[config.mk]
export PLATFORM = sky130hd
export DESIGN_NAME = ext_bus_multiplexer_flat
export DESIGN_NICKNAME = d
export VERILOG_FILES = /design/src/rtl/ext_bus_multiplexer_pkg.sv /design/src/rtl/ext_bus_multiplexer_if.sv /design/src/rtl/ext_bus_multiplexer_sel_sync.sv /design/src/rtl/ext_bus_multiplexer.sv /design/src/flat_wrapper.sv
export SDC_FILE = /design/constraint.sdc
export NUM_CORES = 1
export LEC_CHECK = 0
export ABC_AREA = 0
export CORE_MARGIN = 5
export CORE_UTILIZATION = 35
export CTS_BUF_LIST = sky130_fd_sc_hd__clkbuf_16
export DETAILED_ROUTE_END_ITERATION = 6
export GPL_TIMING_DRIVEN = 0
export PLACE_DENSITY_LB_ADDON = 0.1
export SKIP_LAST_GASP = 1
export SLEW_MARGIN = 10
export SYNTH_ARGS = -nofsm -noshare
export SYNTH_HDL_FRONTEND = slang
export SYNTH_SLANG_ARGS = --single-unit
export TNS_END_PERCENT = 100
[constraint.sdc]
create_clock -name i_clk -period 1.15 [get_ports i_clk]
set_input_delay 0.115 -clock i_clk [delete_from_list [all_inputs] [get_ports i_clk]]
set_output_delay 0.115 -clock i_clk [all_outputs]
set_load 0.005 [all_outputs]
[src/rtl/ext_bus_multiplexer_pkg.sv]
// Shared encodings and constants for the external byte-lane multiplexer.
package ext_bus_multiplexer_pkg;

    typedef enum logic [1:0] {
        SEL_ADDR_LO = 2'b00,
        SEL_ADDR_HI = 2'b01,
        SEL_DATA    = 2'b10,
        SEL_RELEASE = 2'b11
    } sel_e;

    // Consecutive readback mismatches that latch the conflict flag
    localparam int MISMATCH_THRESH = 2;
    localparam int CNT_W           = 2;

    // Lane turnaround sequencing: data is loaded one clock before the
    // enable rises, and the enable drops before the data is cleared.
    typedef enum logic [1:0] {
        ST_RELEASED = 2'b00,
        ST_LOADING  = 2'b01,
        ST_DRIVING  = 2'b10
    } lane_state_e;

    // Byte presented on the lane for a given select code
    function automatic logic [7:0] lane_byte(
        input sel_e        sel,
        input logic [15:0] cpu_addr,
        input logic [7:0]  cpu_data
    );
        logic [7:0] b;
        b = 8'h00;
        case (sel)
            SEL_ADDR_LO: b = cpu_addr[7:0];
            SEL_ADDR_HI: b = cpu_addr[15:8];
            SEL_DATA:    b = cpu_data;
            default:     b = 8'h00;
        endcase
        return b;
    endfunction

endpackage

[src/rtl/ext_bus_multiplexer_if.sv]
// Lane/bus signal bundle between the multiplexer and its surroundings.
interface ext_bus_multiplexer_if;
    import ext_bus_multiplexer_pkg::*;

    logic [1:0]  i_sel;
    logic [15:0] i_cpu_addr;
    logic [7:0]  i_cpu_data;
    logic [7:0]  i_mux_data;
    logic [7:0]  o_mux_data;
    logic        o_mux_data_oe;
    logic        o_bus_conflict;

    // Environment side: drives select, CPU buses and pad readback
    modport master (
        output i_sel, i_cpu_addr, i_cpu_data, i_mux_data,
        input  o_mux_data, o_mux_data_oe, o_bus_conflict
    );

    // Multiplexer side
    modport slave (
        input  i_sel, i_cpu_addr, i_cpu_data, i_mux_data,
        output o_mux_data, o_mux_data_oe, o_bus_conflict
    );

endinterface

[src/rtl/ext_bus_multiplexer_sel_sync.sv]
// Two-flop synchronizer for the asynchronous select plus a stability
// qualifier: a code is accepted only after two equal synchronized samples.
module ext_bus_multiplexer_sel_sync
    import ext_bus_multiplexer_pkg::*;
(
    input  logic       clk_i,
    input  logic       rst_n_i,
    input  logic [1:0] sel_i,
    output logic [1:0] sel_s3_o,
    output sel_e       sel_acc_o,
    output sel_e       sel_acc_nxt_o
);

    logic [1:0] s1_q, s2_q, s3_q;
    sel_e       acc_q, acc_d;

    // Accept s2 only when it agrees with the sample one clock older
    always_comb begin
        acc_d = acc_q;
        if (s2_q == s3_q) begin
            acc_d = sel_e'(s2_q);
        end
    end

    // Synchronizer chain and accepted-select register
    always_ff @(posedge clk_i) begin
        if (!rst_n_i) begin
            s1_q  <= SEL_RELEASE;
            s2_q  <= SEL_RELEASE;
            s3_q  <= SEL_RELEASE;
            acc_q <= SEL_RELEASE;
        end else begin
            s1_q  <= sel_i;
            s2_q  <= s1_q;
            s3_q  <= s2_q;
            acc_q <= acc_d;
        end
    end

    assign sel_s3_o      = s3_q;
    assign sel_acc_o     = acc_q;
    assign sel_acc_nxt_o = acc_d;

endmodule

[src/rtl/ext_bus_multiplexer.sv]
// Shared byte-lane multiplexer: drives one of three CPU bytes (or releases
// the lane) as chosen by an external asynchronous select, sequences the
// output enable around data changes, and latches a readback conflict flag.
//
// state       | meaning
// ST_RELEASED | lane not driven (oe=0)
// ST_LOADING  | driven byte registered, enable rises next clock
// ST_DRIVING  | lane driven (oe=1)
module ext_bus_multiplexer
    import ext_bus_multiplexer_pkg::*;
(
    input  logic                  i_clk,
    input  logic                  i_reset_n,
    ext_bus_multiplexer_if.slave  bus
);

    logic [1:0]       sel_s3;
    sel_e             sel_acc;
    sel_e             sel_acc_nxt;

    lane_state_e      st_q, st_d;
    logic [7:0]       data_q, data_d;
    logic [CNT_W-1:0] cnt_q, cnt_d;
    logic             flag_q, flag_d;
    logic             oe;

    ext_bus_multiplexer_sel_sync u_sel_sync (
        .clk_i         (i_clk),
        .rst_n_i       (i_reset_n),
        .sel_i         (bus.i_sel),
        .sel_s3_o      (sel_s3),
        .sel_acc_o     (sel_acc),
        .sel_acc_nxt_o (sel_acc_nxt)
    );

    // Lane sequencing state register
    always_ff @(posedge i_clk) begin
        if (!i_reset_n) begin
            st_q <= ST_RELEASED;
        end else begin
            st_q <= st_d;
        end
    end

    // Next state: a pending release drops the enable in the same clock the
    // release is accepted; turning on waits for the data to be loaded first.
    always_comb begin
        st_d = st_q;
        if (sel_acc_nxt == SEL_RELEASE) begin
            st_d = ST_RELEASED;
        end else begin
            case (st_q)
                ST_RELEASED: if (sel_acc != SEL_RELEASE) st_d = ST_LOADING;
                ST_LOADING:  st_d = ST_DRIVING;
                ST_DRIVING:  st_d = ST_DRIVING;
                default:     st_d = ST_RELEASED;
            endcase
        end
    end

    assign oe = (st_q == ST_DRIVING);

    // Output data, mismatch counter and sticky conflict flag next values
    always_comb begin
        data_d = lane_byte(sel_acc, bus.i_cpu_addr, bus.i_cpu_data);
        cnt_d  = cnt_q;
        if (!oe) begin
            cnt_d = '0;
        end else if (sel_acc == sel_e'(sel_s3)) begin
            if (bus.i_mux_data != data_q) begin
                if (cnt_q < CNT_W'(MISMATCH_THRESH)) begin
                    cnt_d = cnt_q + 1'b1;
                end
            end else begin
                cnt_d = '0;
            end
        end
        flag_d = flag_q | (cnt_d >= CNT_W'(MISMATCH_THRESH));
    end

    // Registered lane data and conflict tracking
    always_ff @(posedge i_clk) begin
        if (!i_reset_n) begin
            data_q <= 8'h00;
            cnt_q  <= '0;
            flag_q <= 1'b0;
        end else begin
            data_q <= data_d;
            cnt_q  <= cnt_d;
            flag_q <= flag_d;
        end
    end

    assign bus.o_mux_data     = data_q;
    assign bus.o_mux_data_oe  = oe;
    assign bus.o_bus_conflict = flag_q;

endmodule

[src/flat_wrapper.sv]
// flat-port wrapper written by rule: the top's interface ports become plain ports
module ext_bus_multiplexer_flat import ext_bus_multiplexer_pkg::*;
  (i_clk, i_reset_n, bus_i_sel, bus_i_cpu_addr, bus_i_cpu_data, bus_i_mux_data, bus_o_mux_data, bus_o_mux_data_oe, bus_o_bus_conflict);
  ext_bus_multiplexer_if bus_i ();
  input  logic i_clk;
  input  logic i_reset_n;
  input wire logic [$bits(bus_i.i_sel)-1:0] bus_i_sel;
  input wire logic [$bits(bus_i.i_cpu_addr)-1:0] bus_i_cpu_addr;
  input wire logic [$bits(bus_i.i_cpu_data)-1:0] bus_i_cpu_data;
  input wire logic [$bits(bus_i.i_mux_data)-1:0] bus_i_mux_data;
  output wire logic [$bits(bus_i.o_mux_data)-1:0] bus_o_mux_data;
  output wire logic [$bits(bus_i.o_mux_data_oe)-1:0] bus_o_mux_data_oe;
  output wire logic [$bits(bus_i.o_bus_conflict)-1:0] bus_o_bus_conflict;
  assign bus_i.i_sel = bus_i_sel;
  assign bus_i.i_cpu_addr = bus_i_cpu_addr;
  assign bus_i.i_cpu_data = bus_i_cpu_data;
  assign bus_i.i_mux_data = bus_i_mux_data;
  assign bus_o_mux_data = bus_i.o_mux_data;
  assign bus_o_mux_data_oe = bus_i.o_mux_data_oe;
  assign bus_o_bus_conflict = bus_i.o_bus_conflict;
  ext_bus_multiplexer u_core (.i_clk(i_clk), .i_reset_n(i_reset_n), .bus(bus_i));
endmodule
Word level (Yosys, flattened, before mapping) --
Cells that the tools add are included.
Word-level totals: bits in registers 21, bits in latches 0, bits in writable memories 0, bits in read-only memories 0, input port bits 36, output and inout bits 10, logic and storage cells 35, memories 0
Operators by class: $add $sub $neg 1, multipliers 0, divide/modulo/power cells 0, $lt $le $gt $ge 2, eq/ne operators 10, shift-type cells 0, mux-type cells 8, bitwise gates (word level) 2, reductions and logical operators 4
Operators by type and width (number):
- case mux 8 bit (3 select lines) | 1
- two-way mux 2 bit | 6
- inequality test 8 bit | 1
- equality test 2 bit (second input constant) | 3
- equality test 2 x 1 -> 1 bit (second input constant) | 2
- equality test 2 bit | 2
- logical NOT 2 bit | 2
- case mux 2 bit (2 select lines) | 1
- OR reduction 2 bit | 2
- adder 2 x 1 -> 2 bit (second input constant) | 1
- greater-or-equal comparator 2 bit (second input constant) | 1
- less-than comparator 2 bit (second input constant) | 1
- inequality test 2 x 1 -> 1 bit (second input constant) | 1
- inequality test 2 bit (second input constant) | 1
- inverter 1 bit | 1
- OR 1 bit | 1

Depth between registers and ports, before layout --
Gate-level depths: netlist of run 1.
depth in word-level cells 7, gate-level depth with buffers 6, mapped depth without buffers 6

Modules after synthesis --
From an unflattened synthesis of run 1, not the netlist that was laid out.
Unflattened totals: cell total of the unflattened synthesis 111, area total of the unflattened synthesis 1027.2 µm²
Modules (own cells, without submodules):
- ext_bus_multiplexer | times used 1, cells each 85, area each 757.0 µm², sequential area each 260.2 µm²
- ext_bus_multiplexer_sel_sync | times used 1, cells each 26, area each 270.3 µm², sequential area each 160.2 µm²

Worst setup path before layout of run 1 --
Ideal clock, no wire load.
kind reg2reg, from reg u_core.u_sel_sync.acc_q[0], in the netlist u_core.u_sel_sync.sel_acc_o[0], to reg u_core.flag_q, in the netlist u_core.bus.o_bus_conflict, setup time 0.067 ns, arrival 1.108 ns, data required time 1.083 ns, path slack -0.025 ns, cell stages (with the launch flop) 5, path buffers 0, clock period less this slack 1.175 ns, cell sequence dfxtp_1 xnor2_1 nand2_1 or3_4 o21ai_2
Between the ends: longest elaborated chain between the ends 5
Ends and longest elaborated chain:
- from (decl) | line ext_bus_multiplexer_sel_sync.sv:15 | sel_e acc_q, acc_d;
- from (signal assigned) | line ext_bus_multiplexer_sel_sync.sv:31 | acc_q <= SEL_RELEASE;
- from (signal assigned) | line ext_bus_multiplexer_sel_sync.sv:36 | acc_q <= acc_d;
- equality test 2 bit | line ext_bus_multiplexer.sv:69 | end else if (sel_acc == sel_e'(sel_s3)) begin
- two-way mux 2 bit | line ext_bus_multiplexer.sv:69
- two-way mux 2 bit | line ext_bus_multiplexer.sv:67 | if (!oe) begin
- greater-or-equal comparator 2 bit | line ext_bus_multiplexer.sv:78 | flag_d = flag_q | (cnt_d >= CNT_W'(MISMATCH_THRESH));
- OR 1 bit | line ext_bus_multiplexer.sv:78
- to (signal assigned) | line ext_bus_multiplexer.sv:90 | flag_q <= flag_d;
- to (decl) | line ext_bus_multiplexer.sv:24 | logic flag_q, flag_d;
Every way passes these cells. A chain may end at the register's enable or synchronous reset.

Final worst setup path of run 1 --
from reg u_core.u_sel_sync.acc_q[0], in the netlist u_core.u_sel_sync.sel_acc_o[0], to reg u_core.cnt_q[1]
Between the ends: longest elaborated chain between the ends 3
Ends and longest elaborated chain:
- equality test 2 bit | line ext_bus_multiplexer.sv:69
- two-way mux 2 bit | line ext_bus_multiplexer.sv:69
- two-way mux 2 bit | line ext_bus_multiplexer.sv:67
- to (signal assigned) | line ext_bus_multiplexer.sv:89 | cnt_q <= cnt_d;
- to (decl) | line ext_bus_multiplexer.sv:23 | logic [CNT_W-1:0] cnt_q, cnt_d;
Every way passes these cells.

==> summary.md, run 1 <==
| Metric | Value |
|---|---|
| Max-cap viol count | `0` |
| Max FO, Critical Path | `5` |
| Worst reg2reg path endpoint | `u_core.cnt_q[1]$_SDFF_PN0_` |
| CP required | `~1.3 ns` |
| Row cnt | `20` |
| Clock transition at path regs | `0.06 ns` |
| Port bufs | `44` |
| CTS Root Cell | `clkbuf_16` |
| Placed Area | `0.00154 mm2` |
| Critical path's largest stage delay | `slightly below 0.4 ns` |
| Layout cells sized above 1 | `18.6%` |
| Num CTS Buffers | `3` |
| RSZ-0062 raised after global routing | `yes` |
| Core area | `between 0.002 and 0.003 mm2` |
| Lkg Pwr | `between 0.7 and 0.8 nW` |
| Total GRT Usage | `14.0%` |
| YS warnings | `0` |
| Number of global-route vias before repair | `1016` |
| Post-Syn Nets | `158` |
| Initial antenna violation count | `0` |
| Cells along the critical path | `xnor2_2, nand2_2, or3_4, o21ai_2` |
| ANT cells | `0` |
| Clk_lat worst skew | `0.25 ns` |
| Fin crit period | `1.16 ns` |
| Grt total ovfl | `0` |
| First-pass GRT wire length | `between 4000 and 5000 um` |
| Worst reg-to-reg setup slack | `-0.006 ns` |
| Reg-to-reg startpoint | `u_core.u_sel_sync.sel_acc_o[0]$_SDFF_PN1_` |
| Area of the multi-input gates | `661 um2` |
| Post-synthesis sequential area ratio | `roughly two fifths` |
| Die height | `64.9 um` |
| DR WL/cell | `13.3 um` |
| Layout Nets | `approximately 210` |
| Flip-flop and latch area | `between 400 and 500 um2` |
| Final WS setup | `-0.00580 ns` |
| Fmax | `865 MHz` |
| Final Hold Violating Endpoints | `0` |
| Relative slew slack | `between 60% and 70%` |
| Placed cells | `195` |
| Post-synthesis cell count | `118` |
| Period Utilization, post-route | `101%` |
| Hold_sp | `i_reset_n` |
| Netlist cell types | `24` |
| Die span in x | `64.9 um` |
| Setup crit start kind | `flip-flop` |
| Fin cells | `200` |
| Fin area | `about 0.0017 mm2` |
| Worst vdd ir | `a little under 1000 uV` |
| Worst Skew | `around 0.0055 ns` |
| CTS Sinks | `21` |
| Drt first pass iters | `4` |
| Slew Limit Fails | `0` |
| Seq cells post-synth | `21` |
| Fillcell total | `280` |
| Die area | `approximately 0.0042 mm2` |
| WHS Endpoint | `u_core.u_sel_sync.s2_q[0]$_SDFF_PN1_` |
| CTS max path bufs | `2` |
| Initial Utilization | `a little over a third` |
| Worst setup path class | `flip-flop to flip-flop` |
| Most frequent cells in the layout | `clkdlybuf4s50_1 (34), dfxtp_1 (13), nand2_1 (11), mux2i_1 (9), dlygate4sd2_1 (9)` |
| Violated checks | `negative setup slack` |
| Worst reg-to-reg path cell count | `4` |
| Pin count of the biggest net entering global routing | `14` |
| Critical Path Sink Type | `flip-flop` |
| DRC violations left | `0` |
| HPWL Detailed | `2070 um` |
| ANT nets after route | `0` |
| Vias | `972` |
| # setup viols final | `1` |
| Vias per cell | `4.86` |
| Crit path DAT | `1.34 ns` |
| Drt initial violations | `26` |
| H-tree depth | `1` |
| GPL Wtd Cong | `0.707` |
| Worst Max-Slew Pin Slew | `about 0.5 ns` |
| Final wirelength | `about 2700 um` |
| Cell area after synthesis | `0.00106 mm2` |
| Pwr dens | `974 mW/mm2` |
| CTS tree | `yes` |
| Syn-to-layout area delta | `63.2%` |
| Hold depth | `2` |
| Most common cell after layout, fill and taps aside | `clkdlybuf4s50_1` |
| Outcome | `finished with violations` |
| Slowest CP cell | `dfxtp_4` |
| # IOs | `46` |
| Class of the worst hold path | `primary input to flip-flop` |
| Avg Cell Area, Syn | `8.95 um2` |
layout make-up:
| class | count | area share, % |
|---|---|---|
| buffer | 5 | 2.18 |
| clock buffer | 3 | 4.36 |
| clock inverter | 1 | 0.436 |
| inverter | 7 | 1.67 |
| multi-input combinational | 85 | 38.3 |
| sequential | 21 | 25.3 |
| tap | 33 | 2.40 |
| timing repair buffer | 45 | 25.3 |
critical path, delay by kind of cell (launching register included):
| kind | cells | cell delay [ns] |
|---|---|---|
| XOR/XNOR | 1 | 0.12 |
| AO/OA/AOI/OAI | 1 | 0.11 |
| flip-flops | 1 | 0.39 |
| AND/OR/NAND/NOR | 2 | 0.46 |
cells in the mapped netlist:
cell type	n	area (um2)
ha_1	4	50.1
dfxtp_1	21	420
xnor2_1	10	87.6
or3_4	1	11.3
a32oi_1	1	8.76
nand4_1	2	12.5
o41ai_1	1	8.76
o221ai_1	1	8.76
nand2_1	13	48.8
o21ai_0	8	40.0
a21oi_1	1	5.00
and2_1	8	50.1
nor2b_1	2	12.5
nor2_1	4	15.0
mux2i_1	10	100
xor2_1	2	17.5
o22ai_1	2	12.5
clkbuf_1	4	15.0
o21a_1	3	22.5
inv_1	7	26.3
nand2b_1	6	37.5
o21ai_2	2	17.5
buf_4	1	7.51
nand3_1	4	20.0
per-stage QoR:
step	setup TNS (ns)	hold slack (ns)	utilization, %	setup WS [ns]	total power [mW]
2_1_floorplan	0	0.216	-	0.00746	0.821
3_3_place_gp	-0.828	0.399	51.8	-0.234	0.949
3_5_place_dp	-1.04	0.398	51.8	-0.263	0.953
4_1_cts	-0.0508	0.265	55.8	-0.0424	1.69
5_1_grt	-0.349	0.308	57.9	-0.0796	1.76
6_report	-0.00580	0.257	57.9	-0.00580	1.68
where the power goes:
group / total (mW) / switching (mW) / leakage, nW / internal, mW
logic: 0.203 / 0.0591 / 0.545 / 0.144
registers: 0.743 / 0.00977 / 0.171 / 0.734
clock network: 0.732 / 0.262 / 0.0371 / 0.470
total: 1.68 / 0.331 / 0.753 / 1.35
state kept, by name (all words and copies together), names as in the netlist:
| signal | flops |
|---|---|
| u_core.u_sel_sync.s2_q | 2 |
| u_core.bus.o_bus_conflict | 1 |
| u_core.u_sel_sync.sel_acc_o | 2 |
| u_core.u_sel_sync.sel_s3_o | 2 |
| u_core.cnt_q | 2 |
| u_core.bus.o_mux_data | 8 |
| u_core.u_sel_sync.s1_q | 2 |
| u_core.st_q | 2 |
logic make-up after synthesis:
family / after synthesis / share of synthesized area [%]
simple gates: 40 / 19.7
flops: 21 / 39.8
compound gates: 19 / 11.7
xor+xnor: 12 / 9.95
buf+inv: 12 / 4.62
mux: 10 / 9.48
fa+ha+maj: 4 / 4.74
metal layers:
| metal | global-route usage (%) | vias to the layer above | routed length, um |
|---|---|---|---|
| met3 | 4.33 | 2 | 128 |
| met1 | 15.5 | 456 | 1090 |
| met4 | 2.37 | 0 | 12 |
| met5 | 0 | - | 0 |
| li1 | - | 493 | - |
| met2 | 26.4 | 21 | 1430 |
worst max-delay path by stage:
| stage | slack [ns] | end | start | depth (start not counted) |
|---|---|---|---|---|
| after global routing | -0.08 | u_core.bus.o_bus_conflict$_SDFF_PN0_ | u_core.u_sel_sync.sel_acc_o[1]$_SDFF_PN1_ | 4 |
| after CTS | -0.04 | bus_o_mux_data_oe | u_core.st_q[0]$_SDFFE_PP0P_ | 3 |
| after global placement | -0.23 | u_core.cnt_q[0]$_SDFF_PN0_ | bus_i_mux_data[6] | 5 |
| final | -0.006 | u_core.cnt_q[1]$_SDFF_PN0_ | u_core.u_sel_sync.sel_acc_o[0]$_SDFF_PN1_ | 4 |
| after detailed placement | -0.26 | u_core.cnt_q[0]$_SDFF_PN0_ | bus_i_mux_data[6] | 5 |
| after floorplan | 0.007 | u_core.bus.o_bus_conflict$_SDFF_PN0_ | u_core.u_sel_sync.sel_acc_o[1]$_SDFF_PN1_ | 4 |
repair_timing:
action	in CTS	in global routing
resized for setup	23	17
endpoints found under the setup margin	21	11
pin swaps	2	3
buffers inserted	1	0
hold buffers	0	0
Note: power is estimated with default switching activity, not from simulation.
==> run 2: changes to the inputs <==
--- a/config.mk
+++ b/config.mk
@@ -13,8 +13,9 @@
 export GPL_TIMING_DRIVEN = 0
 export PLACE_DENSITY_LB_ADDON = 0.1
 export SKIP_LAST_GASP = 1
-export SLEW_MARGIN = 10
+export SLEW_MARGIN = 15
 export SYNTH_ARGS = -nofsm -noshare
 export SYNTH_HDL_FRONTEND = slang
+export SYNTH_HIERARCHICAL = 1
 export SYNTH_SLANG_ARGS = --single-unit
 export TNS_END_PERCENT = 100
==> run 2 against run 1 <==
  * Clock skew decreased by 0.0037 ns
  * Power rose by 0.53%
  * Critical path type unchanged
  * Sequential power hardly changed
  * Final cell count down 2.0%
  * The flow still finishes with violations (negative setup slack)
  * Worst setup slack lost 0.069 ns
  * Combinational power down 5%
==> summary.md, run 2 <==
| Metric | Value |
|---|---|
| Outcome | `finished with violations` |
| Violated checks | `negative setup slack` |
| Relative slew slack | `69.5% (+3.4 points)` |
| Port bufs | `45 (+2.3%)` |
| Sw Share | `20.4% (+0.63 points)` |
| Pwr dens | `999 mW/mm2 (+2.5%)` |
| Worst Max-Slew Pin Slew | `0.457 ns (-0.0508 ns)` |
| Clk_lat worst skew | `0.26 ns (about the same)` |
| Util after Layout | `60.7% (+2.9 points)` |
| Post-synthesis cell count | `111 (-5.9%)` |
| Max reg flops | `8 (unchanged)` |
| Final wirelength | `2790 um (+4.5%)` |
| Top cells by count, synth | `dfxtp_1 (21), nand2_1 (11), o21ai_0 (11)` |
| Lkg Pwr | `0.720 nW (-4.4%)` |
| Layout Nets | `206 (-0.96%)` |
| CTS max path bufs | `2 (unchanged)` |
| Drt initial violations | `15 (-42%)` |
| ANT cells | `0 (unchanged)` |
| Vias per cell | `4.85 (-0.27%)` |
| Fillcell total | `238 (-15%)` |
| WHS Endpoint | `u_core/u_sel_sync/s1_q[0]$_SDFF_PN1_` |
| First-pass GRT wire length | `4620 um (-0.15%)` |
| Post-synth top area cell | `dfxtp_1` |
| Fin area | `0.00169 mm2 (-2.0%)` |
| Worst Setup SP | `u_core/u_sel_sync/sel_acc_o[1]$_SDFF_PN1_` |
| Number of global-route vias before repair | `972 (-4.3%)` |
| Sequential power share | `44.1% (-0.2 points)` |
| Post-Syn Nets | `151 (-4.4%)` |
| Row cnt | `19 (-5.0%)` |
| Num CTS Buffers | `3 (unchanged)` |
| Critical Path Sink Type | `flip-flop` |
| Initial antenna violation count | `0 (unchanged)` |
| Syn-to-layout area delta | `64.4%` |
| Placed Area | `0.00152 mm2 (-1.6%)` |
| Worst setup path class | `flip-flop to flip-flop` |
| Clock transition at path regs | `0.06 ns (about the same)` |
| HPWL Detailed | `2030 um (-2.0%)` |
| # IOs | `46 (unchanged)` |
| Total GRT Usage | `14.1% (+0.095 points)` |
| Layout cells sized above 1 | `17.0% (-1.6 points)` |
| Cts hold-fix bufs | `0 (unchanged)` |
| RSZ-0062 raised after global routing | `yes` |
| Vias | `950 (-2.3%)` |
| CTS Sinks | `21 (unchanged)` |
| ANT nets after route | `0 (unchanged)` |
| Ys flop type | `dfxtp_1` |
| DR WL/cell | `14.2 um (+6.7%)` |
| DRC violations left | `0 (unchanged)` |
| GPL Wtd Cong | `0.734 (+3.9%)` |
| Final Hold Violating Endpoints | `0 (unchanged)` |
| Reg-to-reg startpoint | `u_core/u_sel_sync/sel_acc_o[1]$_SDFF_PN1_` |
| Crit path DAT | `1.40 ns (+0.06 ns)` |
| Seq cells post-synth | `21 (unchanged)` |
| CTS Root Cell | `clkbuf_16` |
| Netlist cell types | `21 (-13%)` |
| Post-synthesis xor/xnor area fraction | `10.2% (+0.28 points)` |
| Worst vdd ir | `1140 uV (+17%)` |
| Cell area after synthesis | `0.00103 mm2 (-2.7%)` |
| Post-synth EDFFs | `0 (unchanged)` |
| Fmax | `816 MHz (-5.6%)` |
| Most common cell after layout, fill and taps aside | `clkdlybuf4s50_1` |
| Most area-consuming cells after synthesis | `dfxtp_1 (41%), mux2i_1 (9.7%), xnor2_1 (8.5%)` |
| Worst reg2reg path endpoint | `u_core/cnt_q[0]$_SDFF_PN0_` |
| Critical path's largest stage delay | `0.34 ns (-0.05 ns)` |
| Clock share of power | `44.5% (+0.9 points)` |
| Max FO, Critical Path | `4 (-1)` |
| Die height | `64.2 um (-1.2%)` |
| Drt first pass iters | `4 (unchanged)` |
| YS warnings | `6 (+6)` |
| # setup viols final | `3 (+2)` |
| Worst reg-to-reg path cell count | `5 (+1)` |
| Synth async-reset ratio | `0% (unchanged)` |
| Most common cell in the netlist | `dfxtp_1` |
| Post-synthesis mux area share | `9.74% (+0.27 points)` |
| Avg Cell Area, Syn | `9.25 um2 (+3.4%)` |
| Synth Area in Compound Gates | `8.40% (-3.3 points)` |
| Post-synth top area share | `40.9% (+1.1 points)` |
| CP required | `1.33 ns (about the same)` |
| Setup crit start kind | `flip-flop` |
| Post-synthesis sequential area ratio | `40.9% (+1.1 points)` |
| Initial Utilization | `36.9% (+1.5 points)` |
| Period Utilization, post-route | `107% (+6.0 points)` |
| Adder-cell share of the synthesized area | `4.87% (+0.13 points)` |
| Simple-gate share of the synthesized area | `21.3% (+1.6 points)` |
| Logic gate share of total power | `11.4% (-0.7 points)` |
| H-tree depth | `1 (unchanged)` |
| DP Worst Slack | `-0.401 ns (-0.137 ns)` |
| Die span in x | `64.2 um (-1.2%)` |
| Largest family of logic cells by synthesized area | `simple AND/OR/NAND/NOR gates` |
| Max-cap viol count | `0 (unchanged)` |
| Class of the worst hold path | `primary input to flip-flop` |
| Total power | `1.69 mW (+0.53%)` |
| Slew Limit Fails | `0 (unchanged)` |
| Hold depth | `2 (unchanged)` |
| Int Power | `1.34 mW (-0.26%)` |
| Die area | `0.00412 mm2 (-2.3%)` |
| CTS tree | `yes` |
| Hold_sp | `i_reset_n` |
| Most frequent cells in the layout | `clkdlybuf4s50_1 (34), dfxtp_1 (15), nand2_1 (11), dlygate4sd2_1 (10), mux2i_1 (10)` |
| Final WS setup | `-0.0748 ns (-0.0690 ns)` |
| Cells along the critical path | `buf_6, xor2_2, nor2_2, o2111ai_2, o22ai_1` |
| Grt total ovfl | `0 (unchanged)` |
| Psw | `0.343 mW (+3.7%)` |
| Worst reg-to-reg setup slack | `-0.07 ns (-0.07 ns)` |
| Core area | `0.00278 mm2 (-6.6%)` |
| Slowest CP cell | `dfxtp_2` |
| Fin crit period | `1.22 ns (+0.0690 ns)` |
| Pin count of the biggest net entering global routing | `14 (unchanged)` |
| Worst Skew | `0.00182 ns (-0.00368 ns)` |
==> run 2: cell types whose count changed in the layout (fill, tap and decap cells not counted), moves of 3 or more <==
cell     before  now
buf_4         1    4
inv_1         6    3
o21a_1        3    0
o21ai_0       7    2
o21ai_1       1    9
==> run 2: routing by layer <==
layer  track usage, %  part of all wire (%)
met5                0                     0
met4             3.82                   1.2
met2             25.4                    52
met1             15.8                    40
met3             4.90                   6.6
==> run 2: what timing repair did <==
item / 4_1_cts / 5_1_grt
pin swaps: 3 / 9
setup buffers: 4 / 2
endpoints found under the setup margin: 23 / 14
resized for setup: 19 / 17
==> run 2: power groups by stage <==
stage	logic, mW	registers (mW)	clock network, mW
5_1_grt	0.207	0.744	0.814
4_1_cts	0.189	0.743	0.773
3_5_place_dp	0.184	0.759	0
6_report	0.192	0.744	0.751
2_1_floorplan	0.0494	0.757	0
3_3_place_gp	0.182	0.758	0
==> run 2: logic make-up after synthesis <==
family	count (synthesis)
buf+inv	8
fa+ha+maj	4
mux	10
xor+xnor	12
simple gates	41
flops	21
compound gates	15
==> run 2: how the worst max path moves through the flow <==
stage | slack, ns | endpoint
floorplan | 0.03 | u_core/bus.o_bus_conflict$_SDFF_PN0_
global placement | -0.38 | u_core/st_q[1]$_SDFFE_PP0P_
detailed placement | -0.40 | u_core/st_q[0]$_SDFFE_PP0P_
CTS | -0.07 | bus_o_mux_data_oe
global route | -0.13 | u_core/cnt_q[0]$_SDFF_PN0_
finish | -0.07 | u_core/cnt_q[0]$_SDFF_PN0_
==> run 2: area by class of cell <==
| type | instances | area [um2] | area share [%] |
|---|---|---|---|
| inverters | 4 | 15.0 | 0.889 |
| plain buffers | 3 | 27.5 | 1.63 |
| clock buffers | 3 | 75.1 | 4.44 |
| repair buffers | 51 | 503 | 29.8 |
| flip-flops and latches | 21 | 430 | 25.5 |
| multi-input cells | 82 | 592 | 35.0 |
| clock inverters | 1 | 7.51 | 0.444 |
| well taps | 31 | 38.8 | 2.30 |
==> run 2: worst max-delay path: cells and delay by family, from the launching register on <==
family	cells	cell delay, ns
buf+inv	1	0.12
flops	1	0.34
xor+xnor	1	0.17
simple gates	1	0.16
compound gates	2	0.35
==> run 2: per-stage QoR <==
step | instances | setup TNS (ns) | hold slack (ns)
after CTS | 195 | -0.157 | 0.384
after floorplan | 111 | 0 | 0.188
after global routing | 196 | -0.679 | 0.410
after global placement | 187 | -4.12 | 0.401
final | 196 | -0.175 | 0.396
after detailed placement | 187 | -4.30 | 0.403
==> run 3: changes to the inputs <==
--- a/config.mk
+++ b/config.mk
@@ -12,6 +12,7 @@
 export DETAILED_ROUTE_END_ITERATION = 6
 export GPL_TIMING_DRIVEN = 0
 export PLACE_DENSITY_LB_ADDON = 0.1
+export RECOVER_POWER = 50
 export SKIP_LAST_GASP = 1
 export SLEW_MARGIN = 15
 export SYNTH_ARGS = -nofsm -noshare
==> results of run 3 <==
Same layout as run 2: the final DEF is identical, and so are final timing and power.
